## src/rtl/mips_runctl_pkg.sv

```systemverilog
// mips_runctl_pkg: state encoding and shared constants for the MIPS run controller.
package mips_runctl_pkg;
    typedef enum logic [2:0] {IDLE, LOAD, FILL, HOLD, RUN, DONE} state_t;
    localparam logic [31:0] NOP_WORD = 32'h0000_0000;
    localparam int DEF_RESET_CYCLES = 2;
    localparam int DEF_TIMEOUT_CYCLES = 30;
    localparam int DEF_HALT_STABLE = 2;
endpackage

```

## src/rtl/mips_halt_detect.sv

```systemverilog
// mips_halt_detect: flags a jump-to-self once core_pc has held still for HALT_STABLE cycles.
module mips_halt_detect
    import mips_runctl_pkg::*;
#(
    parameter int HALT_STABLE = DEF_HALT_STABLE
) (
    input  logic        clk,
    input  logic        reset,
    input  logic        enable,
    input  logic [31:0] pc,
    output logic        halt
);
    localparam int SW = $clog2(HALT_STABLE + 1);

    logic [31:0]   prev_pc;
    logic          primed;
    logic [SW-1:0] stable;
    logic          same;

    // primed keeps the first enabled cycle from comparing against a stale PC
    assign same = enable && primed && (pc == prev_pc);
    // fires in the cycle the count reaches HALT_STABLE so the run ends on that edge
    assign halt = same && (stable == SW'(HALT_STABLE - 1));

    always_ff @(posedge clk) begin
        if (reset || !enable) begin
            primed  <= 1'b0;
            prev_pc <= '0;
            stable  <= '0;
        end else begin
            primed  <= 1'b1;
            prev_pc <= pc;
            stable  <= same ? stable + 1'b1 : '0;
        end
    end
endmodule

```

## src/rtl/mips_run_controller.sv

```systemverilog
// mips_run_controller: loads imem, pads it with NOPs, then resets, runs and stops the core.
// Define MIPS_RUNCTL_SIGNATURE_EN to build the rolling pc_signature; otherwise it is tied to 0.
module mips_run_controller
    import mips_runctl_pkg::*;
#(
    parameter int IMEM_DEPTH     = 1024,
    parameter int ADDR_W         = $clog2(IMEM_DEPTH),
    parameter int RESET_CYCLES   = DEF_RESET_CYCLES,
    parameter int TIMEOUT_CYCLES = DEF_TIMEOUT_CYCLES,
    parameter int HALT_STABLE    = DEF_HALT_STABLE,
    parameter int CNT_W          = 32
) (
    input  logic              clk,
    input  logic              reset,
    input  logic              start,
    input  logic              load_valid,
    output logic              load_ready,
    input  logic [31:0]       load_data,
    input  logic              load_last,
    output logic              imem_we,
    output logic [ADDR_W-1:0] imem_addr,
    output logic [31:0]       imem_wdata,
    output logic              core_reset,
    input  logic [31:0]       core_pc,
    output logic              busy,
    output logic              done,
    output logic              timeout,
    output logic              load_err,
    output logic [CNT_W-1:0]  cycle_count,
    output logic [31:0]       pc_signature
);
    localparam int HW = $clog2(RESET_CYCLES + 1);

    state_t            state;
    logic [ADDR_W-1:0] ptr;
    logic [HW-1:0]     hold_cnt;
    logic [CNT_W-1:0]  cnt_next;
    logic              xfer;
    logic              last_addr;
    logic              halt;
    logic              restart;

    assign load_ready = state == LOAD;
    assign xfer       = load_ready && load_valid;
    assign last_addr  = &ptr;
    assign imem_we    = xfer || state == FILL;
    assign imem_addr  = ptr;
    assign imem_wdata = xfer ? load_data : NOP_WORD;
    assign core_reset = reset || state != RUN;
    assign busy       = state != IDLE && state != DONE;
    assign restart    = start && (state == IDLE || state == DONE);
    assign cnt_next   = &cycle_count ? cycle_count : cycle_count + 1'b1;

    mips_halt_detect #(.HALT_STABLE(HALT_STABLE)) u_halt (
        .clk(clk),
        .reset(reset),
        .enable(state == RUN),
        .pc(core_pc),
        .halt(halt)
    );

    always_ff @(posedge clk) begin
        if (reset) begin
            state       <= IDLE;
            ptr         <= '0;
            hold_cnt    <= '0;
            cycle_count <= '0;
            done        <= 1'b0;
            timeout     <= 1'b0;
            load_err    <= 1'b0;
        end else begin
            case (state)
                IDLE, DONE: if (restart) begin
                    state       <= LOAD;
                    ptr         <= '0;
                    cycle_count <= '0;
                    done        <= 1'b0;
                    timeout     <= 1'b0;
                    load_err    <= 1'b0;
                end
                LOAD: if (xfer) begin
                    ptr <= ptr + 1'b1;
                    if (load_last) state <= last_addr ? HOLD : FILL;
                    else if (last_addr) begin
                        load_err <= 1'b1;
                        state    <= HOLD;
                    end
                end
                FILL: begin
                    ptr <= ptr + 1'b1;
                    if (last_addr) state <= HOLD;
                end
                HOLD: begin
                    hold_cnt <= hold_cnt + 1'b1;
                    if (hold_cnt == HW'(RESET_CYCLES - 1)) begin
                        hold_cnt <= '0;
                        state    <= RUN;
                    end
                end
                RUN: begin
                    cycle_count <= cnt_next;
                    // halt has priority over a coincident timeout
                    if (halt || cnt_next == CNT_W'(TIMEOUT_CYCLES)) begin
                        state   <= DONE;
                        done    <= 1'b1;
                        timeout <= !halt;
                    end
                end
                default: state <= IDLE;
            endcase
        end
    end

`ifdef MIPS_RUNCTL_SIGNATURE_EN
    always_ff @(posedge clk) begin
        if (reset || restart) pc_signature <= '0;
        else if (state == RUN) pc_signature <= {pc_signature[30:0], pc_signature[31]} ^ core_pc;
    end
`else
    assign pc_signature = 32'h0;
`endif
endmodule
```

## config.mk

```make
export PLATFORM = sky130hd
export DESIGN_NAME = mips_run_controller
export DESIGN_NICKNAME = d
export VERILOG_FILES = /design/src/rtl/mips_runctl_pkg.sv /design/src/rtl/mips_halt_detect.sv /design/src/rtl/mips_run_controller.sv
export SDC_FILE = /design/constraint.sdc
export NUM_CORES = 1
export LEC_CHECK = 0
export BUFFER_PORTS_ARGS = -buffer_cell sky130_fd_sc_hd__buf_2
export CORE_ASPECT_RATIO = 0.75
export CORE_MARGIN = 2
export CORE_UTILIZATION = 51
export DETAILED_ROUTE_END_ITERATION = 8
export PLACE_DENSITY = 0.86
export REMOVE_ABC_BUFFERS = 1
export SYNTH_ARGS = -nofsm -noshare
export SYNTH_HDL_FRONTEND = slang
export SYNTH_SLANG_ARGS = --single-unit
export TNS_END_PERCENT = 1
```

## constraint.sdc

```tcl
create_clock -name clk -period 3.4 [get_ports clk]
set_input_delay 0.68 -clock clk [delete_from_list [all_inputs] [get_ports clk]]
set_output_delay 0.68 -clock clk [all_outputs]
set_load 0.02 [all_outputs]
```

Word-level counts from Yosys, hierarchy flattened
Cells that the tools add are included.

storage, ports and cells
  register bits = 85
  input bits = 69
  output and inout bits = 113
  word-level logic and storage cells = 85

cells by class
  add/sub/neg operators = 4
  eq/ne operators = 17
  multiplexer cells = 26
  bitwise gates (word level) = 1
  reduce and logical (&&, ||, !) cells = 27

operators by type and width
  operator               count
  $mux 32                3
  $pmux 32 s2            1
  $add 32x1->32 const B  1
  $eq 32x32->1           1
  $eq 32x5->1 const B    1
  $reduce_and 32->1      1
  $pmux 10 s3            1
  $mux 10                2
  $mux 3                 6
  $pmux 3 s5             1
  $add 10x1->10 const B  1
  $reduce_and 10->1      1
  $mux 1                 8
  $ne 2x2->1 const B     4
  $eq 3x2->1 const B     2
  $eq 3x3->1 const B     2
  $logic_and 1x1->1      6
  $ne 3x3->1 const B     2
  $pmux 1 s2             3
  $reduce_and 3->1       2
  $reduce_bool 3->1      2
  $logic_or 1x1->1       5
  $reduce_and 5->1       1
  $add 2x1->2 const B    2
  11 further kinds       16

Longest topological paths before layout
Gate-level depths: netlist (run 1).

  depth in word-level cells = 7
  mapped depth = 11
  depth with buffers taken out = 9

Modules after synthesis
A second synthesis (run 1) with hierarchy kept.

unflattened totals
  cell total of the unflattened synthesis = 656
  area total of the unflattened synthesis = 5123.7 µm²

by module, submodules not included
  module               instances  cells an instance  area each (µm²)  seq. area each (µm²)
  mips_run_controller  1          529                3786.1           1001.0
  mips_halt_detect     1          127                1337.5           700.7

Least setup slack after synthesis (run 1)
Ideal clock, no wire load.

  path kind = reg-to-reg
  start point = register cycle_count[0]
  end point = register timeout
  setup time = 79 ps
  arrival time = 2748 ps
  data required time = 3321 ps
  slack = 572 ps
  stages on the path, launching flop included = 11
  buffers on the path = 1
  clock period less this slack = 2828 ps
  cell sequence = dfxtp_1 -> ha_1 -> and4_1 -> buf_2 -> nand4_1 -> nor3_4 -> nor3_2 -> a311o_1 -> a2111oi_4 -> a31oi_1 -> a211oi_2

between the ends
  word-level cells in the longest chain between the ends = 6
  elaborated cells on any way between the ends = 7
  those cells by class = add/sub (1); eq/ne (2); mux (1); reduce/logical (3)

RTL lines
  what                                                line                        source
  start, declared                                     mips_run_controller.sv:29   output logic [CNT_W-1:0] cycle_count,
  start signal, assigned                              mips_run_controller.sv:101  cycle_count <= cnt_next;
  $add 32x1->32 or $reduce_and 32->1 (tied branches)  mips_run_controller.sv:52   assign cnt_next = &cycle_count ? cycle_count : cycle_count + 1'b1;
  $mux 32 *                                           mips_run_controller.sv:52
  $eq 32x5->1 *                                       mips_run_controller.sv:103  if (halt || cnt_next == CNT_W'(TIMEOUT_CYCLES)) begin
  $logic_or 1x1->1 *                                  mips_run_controller.sv:103
  $ne 2x2->1 (no source line) *                       --
  $reduce_and 3->1 (no source line) *                 --
  end signal, assigned                                mips_run_controller.sv:106  timeout <= !halt;
  end, declared                                       mips_run_controller.sv:27   output logic timeout,

Every way passes the cells marked *; elsewhere a longest branch is shown, timed or not.
A chain may end at the register's enable or synchronous reset.

Worst setup path after layout (run 1)
Same ends and word-level chain as after synthesis.

==> results of run 1 <==
## metrics by stage
step                      setup slack (ns)  utilization, %  area, um^2
after global placement               0.515            59.0        6020
after floorplan                     0.0905               -        5000
after detailed placement             0.418            59.0        6020
after CTS                            0.402            61.9        6320
after global routing                0.0552            61.9        6320
final                                0.347            61.9        6320
## Yosys cell counts, types with 9 or more instances
cell type / n / share of area, %
a21oi_1: 31 / 2.9
a311oi_1: 12 / 2.0
a31oi_1: 9 / 1.1
and2_1: 35 / 4.1
and3_1: 41 / 4.8
buf_2: 14 / 1.3
buf_4: 35 / 4.9
clkbuf_1: 24 / 1.7
dfxtp_1: 85 / 32
inv_1: 12 / 0.85
nand2_1: 53 / 3.7
nand3_1: 23 / 2.2
nand4_1: 26 / 3.1
nor2_1: 58 / 4.1
nor3_1: 15 / 1.4
nor4_1: 11 / 1.3
o21ai_0: 29 / 2.7
o31ai_1: 9 / 1.3
or3_1: 9 / 1.1
xnor2_1: 30 / 4.9
xor2_1: 20 / 3.3
## power groups by stage
stage | sequential [uW] | combinational [uW] | clock, uW
floorplan | 1060 | 280 | 0
global placement | 1060 | 466 | 0
detailed placement | 1060 | 471 | 0
CTS | 1030 | 475 | 1010
global route | 1040 | 520 | 1050
finish | 1040 | 480 | 998
## cell families after synthesis
logic type | count (synthesis)
DFF | 85
buffers and inverters | 88
xor gates and xnor gates | 50
adders and majority gates | 3
muxes | 5
AOI/OAI and AO/OA | 138
other | 1
and+or+nand+nor | 298
## registers in the layout, summed over array words and instances (netlist names)
| name | flops |
|---|---|
| load_err | 1 |
| u_halt.primed | 1 |
| imem_addr | 10 |
| timeout | 1 |
| state | 3 |
| done | 1 |
| u_halt.prev_pc | 32 |
| u_halt.stable | 2 |
| cycle_count | 32 |
| hold_cnt | 2 |
## routing by layer
layer / wire [um] / vias up / global-route usage [%]
li1: - / 2622 / -
met1: 6790 / 2526 / 39.6
met2: 6970 / 318 / 40.5
met3: 1640 / 35 / 7.27
met4: 266 / 0 / 7.47
met5: 0 / - / 0
## how the worst max path moves through the flow
stage / from / endpoint / slack (ns) / cells past startpoint
after global routing: cycle_count[0] / timeout / 0.06 / 9
after floorplan: state[2] / cycle_count[23] / 0.09 / 7
after CTS: cycle_count[0] / timeout / 0.40 / 9
after global placement: cycle_count[0] / timeout / 0.51 / 9
after detailed placement: cycle_count[0] / timeout / 0.42 / 9
final: cycle_count[0] / timeout / 0.35 / 9
## layout by cell type, fill, tap and decap left out, types with 13 or more instances in the layout
master	n
nand3_1	23
nor3_1	14
nand4_1	26
xor2_1	20
nor2_1	58
dfxtp_1	85
conb_1	32
and2_1	35
buf_4	13
a21oi_1	31
buf_2	149
nand2_1	53
o21ai_0	29
and3_1	41
xnor2_1	30
## worst max-delay path: cells and delay by family, from the launching register on
family / cells / cell delay (ns)
AO/OA/AOI/OAI: 3 / 0.81
adder cells (fa/ha/maj): 1 / 0.34
flip-flops: 1 / 0.49
multiplexers: 1 / 0.34
AND/OR/NAND/NOR: 4 / 1.00
## area by class of cell
class	instances	area, um^2
clock buffers	10	239
clock inverters	6	62.6
fillers	924	3890
inverters	12	45.0
multi-input cells	526	3260
flip-flops and latches	85	1700
well taps	136	170
repair buffers	162	843
==> flow_summary.yaml, run 1 <==
yosys:
  synth_compound_area_share_pct: 18.2
  ys_warn_count: 0
  yosysSeqAreaShare_pct: 31.9
  synth_top_family_by_area: "simple AND/OR/NAND/NOR gates"
  muxShareOfSynthArea_pct: 0.939
  synthCells: 668
  synth_adder_area_share_pct: 0.704
  avgSynthCellArea_um2: 7.98
  yosys.area_share.simple_pct: 30.8
  synth_edf_count: 0
  netlist-cell-type-count: 68
  synth_xor_area_share_pct: 8.22
  ys_ff_latch: 85
  ys_async_sr_fraction_pct: 0
  ys.flop_type: "dfxtp_1"
  syn-cell-area_um2: 5330
floorplan:
  chipHeight_um: 92.5
  die-area_um2: 11300
  core_area_um2: 10200
  row_count: 32
  ios: 182
  die_w_um: 122
  start_util_pct: 52.2
critical_path:
  cpMaxStageDelayCell: "dfxtp_1"
  crit_fanout: 10
  reg2reg_from: "cycle_count[0]"
  r2r-end: "timeout"
  reg2reg_depth: 9
  cp.required_ns: 3.67
  rrSetupSlack_ns: 0.35
  critPathMaxStageDelay_ns: 0.49
  worst-setup-path-type: "reg2reg"
  cp_data_arrival_time_ns: 3.33
  cp-start-kind: "flop"
  end_kind: "flop"
  path_cells: "ha_1 -> and4_1 -> nand2_1 -> a211oi_1 -> mux2i_1 -> nand3_1 -> nor4_2 -> a31oi_1 -> a211oi_2"
detailed_routing:
  via_count: 5501
  antenna_left: 0
  drt-total-wl_um: 15700
  drt_iter0_drc: 649
  drt_pass1_iterations: 6
  drc: 0
  post_drt_wl_per_cell_um: 16.7
  routed_via_density: 5.87
clocking:
  cts_hold_buf: 0
  insertion_delay_ns: 0.35
  cts_buffers: 9
  clock-root-buffer: "clkbuf_16"
  ctsResizeCount: 0
  htreeDepth: 3
  postCtsSetupRepairBufs: 0
  clock_sinks: 85
  cts_tree: "built"
  cts_buffer_depth: 2
  clk_pin_slew_ns: 0.07
min_path:
  hp-class: "reg2reg"
  min_to: "u_halt.stable[0]"
  holdCritStartpoint: "u_halt.stable[0]"
  hold_depth: 1
pwr:
  power.internal_uw: 1710
  power_leakage_uw: 0.00277
  power.ir.vdd_worst_v: 0.000321
  p_sw_uw: 802
  combPwrFrac_pct: 19.1
  power_uw: 2510
  pwr-share-clk_pct: 39.7
  seqPwrFrac_pct: 41.2
  switching_share_pct: 31.9
  powerDensity_nw_per_um2: 397
cells_and_area:
  num_antenna_cells: 0
  synthToLayoutAreaGrowth_pct: 18.6
  fin_nets: 868
  drive_gt1_share_pct: 24.6
  layoutNonFillerInstCount: 937
global_route:
  antenna_found_initial: 0
  grt_pass1_wl_um: 24800
  grt_max_degree: 35
  grtUsageTotal_pct: 27.5
  grt_pass1_vias: 4842
  overflow: 0
timing:
  period_share_pct: 89.8
  hold_violations: 0
  fmax_mhz: 328
  worst_clock_skew_ns: 0.0122
  grt_setup_unrepaired: "false"
  drv_slew: 0
  maxSlewHeadroom_pct: 46.2
  setup-tns-final_ns: 0
  layout_min_cycle_time_ns: 3.05
  hold_ws_ns: 0.430
  setup_viol: 0
  worst_slew_pin_slew_ns: 0.787
placement:
  gp_congestion: 1.04
  placed_cells: 921
  dpl.hpwl_um: 11600
  port_buffers: 149
run:
  drv_cap: 0
run_status:
  outcome: "finished clean"
Power figures use the tool's default switching activity.
==> run 2: changes to the inputs <==
- ABC_AREA: default -> 1
==> run 2 against run 1 <==
  * Sequential cell count stayed put
  * First-iteration DRC count is 2.5% lower
  * Die area is 0.43% higher
  * Highest routed layer unchanged
  * Clock-buffer cell count is 1 lower
  * Setup slack better by 0.12 ns
  * Critical path depth is 4 lower
  * Cell count is 23% higher
==> flow_summary.yaml, run 2 <==
timing:
  period_share_pct: 86.2
  fmax_mhz: 341
  drv_slew: 0
  hold_violations: 0
  setup_viol: 0
  maxSlewHeadroom_pct: 37.1
  worst_slew_pin_slew_ns: 0.942
  hold_ws_ns: 0.436
  worst_clock_skew_ns: 0.00717
  setup-tns-final_ns: 0
  setup_slack_ns: 0.469
  layout_min_cycle_time_ns: 2.93
  grt_setup_unrepaired: "false"
floorplan:
  die-area_um2: 11300
  core_area_um2: 10200
  start_util_pct: 52.2
  chipHeight_um: 92.7
  die_w_um: 122
  row_count: 32
  ios: 182
yosys:
  synth_compound_area_share_pct: 8.79
  muxShareOfSynthArea_pct: 0
  yosysSeqAreaShare_pct: 31.8
  ys.flop_type: "dfxtp_1"
  yosysMostFrequentCell: "nand2_1"
  synthCells: 874
  synth_xor_area_share_pct: 2.45
  synthTopCellsByArea: "dfxtp_1 32%, nand2_1 15%, nor2_1 12%, inv_1 8.9%, buf_4 4.6%"
  ys_async_sr_fraction_pct: 0
  synth_common_cells: "218 x nand2_1, 173 x nor2_1, 127 x inv_1"
  synth_top_cell_by_area: "dfxtp_1"
  synth_top_family_by_area: "simple AND/OR/NAND/NOR gates"
  ys_warn_count: 0
  ys_ff_latch: 85
  avgSynthCellArea_um2: 6.13
  netlist-cell-type-count: 39
  synth_adder_area_share_pct: 0.701
  syn-cell-area_um2: 5350
  yosys.area_share.simple_pct: 41.0
  synth_edf_count: 0
  synth_top_area_share_pct: 31.8
clocking:
  cts_buffers: 9
  cts_buffer_depth: 2
  cts_hold_buf: 0
  cts_tree: "built"
  postCtsSetupRepairBufs: 0
  ctsResizeCount: 0
  clk_pin_slew_ns: 0.06
  htreeDepth: 3
  clock_sinks: 85
  insertion_delay_ns: 0.34
  clock-root-buffer: "clkbuf_16"
pwr:
  power.internal_uw: 1910
  power.ir.vdd_worst_v: 0.000279
  powerDensity_nw_per_um2: 503
  pwr-share-clk_pct: 28.4
  switching_share_pct: 40.2
  power_uw: 3200
  power_leakage_uw: 0.00331
  seqPwrFrac_pct: 35.8
  p_sw_uw: 1290
  combPwrFrac_pct: 35.8
placement:
  gp_congestion: 1.01
  placed_cells: 1141
  dp_slack_ns: 0.806
  port_buffers: 149
  dpl.hpwl_um: 11500
detailed_routing:
  drc: 0
  drt_pass1_iterations: 5
  antenna_left: 0
  via_count: 5755
  post_drt_wl_per_cell_um: 12.7
  routed_via_density: 4.97
  drt_iter0_drc: 633
  drt-total-wl_um: 14700
global_route:
  grt_max_degree: 39
  antenna_found_initial: 0
  grtUsageTotal_pct: 25.7
  grt_pass1_wl_um: 23300
  grt_pass1_vias: 4884
  use_met2_pct: 38.0
  grt_use_met3_pct: 6.65
  gr-max-usage-layer: "met2"
  use_met1_pct: 37.6
  overflow: 0
critical_path:
  cp.required_ns: 2.72
  cp_data_arrival_time_ns: 2.25
  worst-setup-path-type: "reg2out"
  end_kind: "output port"
  rrSetupSlack_ns: 0.71
  crit_fanout: 33
  cp-start-kind: "flop"
cells_and_area:
  num_antenna_cells: 0
  layoutNonFillerInstCount: 1157
  fin_nets: 1088
  final_cell_mix: "218 x nand2_1, 173 x nor2_1, 149 x buf_2"
  nFillCells: 975
  final_common_cell: "nand2_1"
  synthToLayoutAreaGrowth_pct: 18.7
  drive_gt1_share_pct: 20.0
run_status:
  outcome: "finished clean"
min_path:
  hp-class: "reg2reg"
run:
  drv_cap: 0
[run 2: cell count changes in the layout (fill, tap and decap cells not counted), moves of 25 or more]
cell,delta
and3_1,-41
and2_1,-35
nand2_1,+165
xnor2_1,-25
inv_1,+115
nor2_1,+115
[run 2: cells by family (layout without fill, tap and decap cells)]
| family | after synthesis | count (layout) |
|---|---|---|
| simple gates | 508 | 508 |
| buf+inv | 181 | 297 |
| flops | 85 | 85 |
| compound gates | 81 | 81 |
| xor+xnor | 15 | 15 |
| fa+ha+maj | 3 | 3 |
| other cells | 1 | 32 |
[run 2: stage by stage]
step           area, um^2  util, %
6_report             6360     62.0
4_1_cts              6360     62.0
2_1_floorplan        5130        -
3_3_place_gp         6080     59.3
3_5_place_dp         6080     59.3
5_1_grt              6360     62.0
[run 2: final cells by class]
type	count	area, um^2	share of cell area [%]
inverters	128	480	7.56
repair buffers	153	776	12.2
flip-flops and latches	85	1700	26.8
well taps	136	170	2.68
multi-input cells	639	2950	46.4
clock inverters	7	51.3	0.807
clock buffers	9	225	3.54
[run 2: layer usage]
metal | share of wire (%) | routed length [um]
met1 | 46 | 6700
met2 | 43 | 6300
met3 | 10 | 1540
met4 | 0.99 | 145
met5 | 0 | 0
[run 2: worst max-delay path, cell delays in order (launching register included)]
cell	delay, ns
dfxtp_1	0.36
inv_1	0.09
nor3_1	0.31
nand2_1	0.64
nor2_1	0.30
buf_2	0.20
[run 2: power groups by stage]
stage	clock [uW]	sequential [uW]	combinational, uW
after floorplan	0	1180	737
after detailed placement	0	1160	1130
after global placement	0	1160	1120
after global routing	973	1160	1260
after CTS	925	1140	1140
final	910	1150	1140
[run 2: path summary, 6_finish.rpt]
path | endpoint | depth (start not counted) | from
worst min-delay path | u_halt.stable[0] | 1 | u_halt.stable[0]
worst min register to register | u_halt.stable[0] | 1 | u_halt.stable[0]
worst max-delay path | imem_wdata[4] | 5 | state[0]
worst max register to register | state[2] | 16 | cycle_count[0]
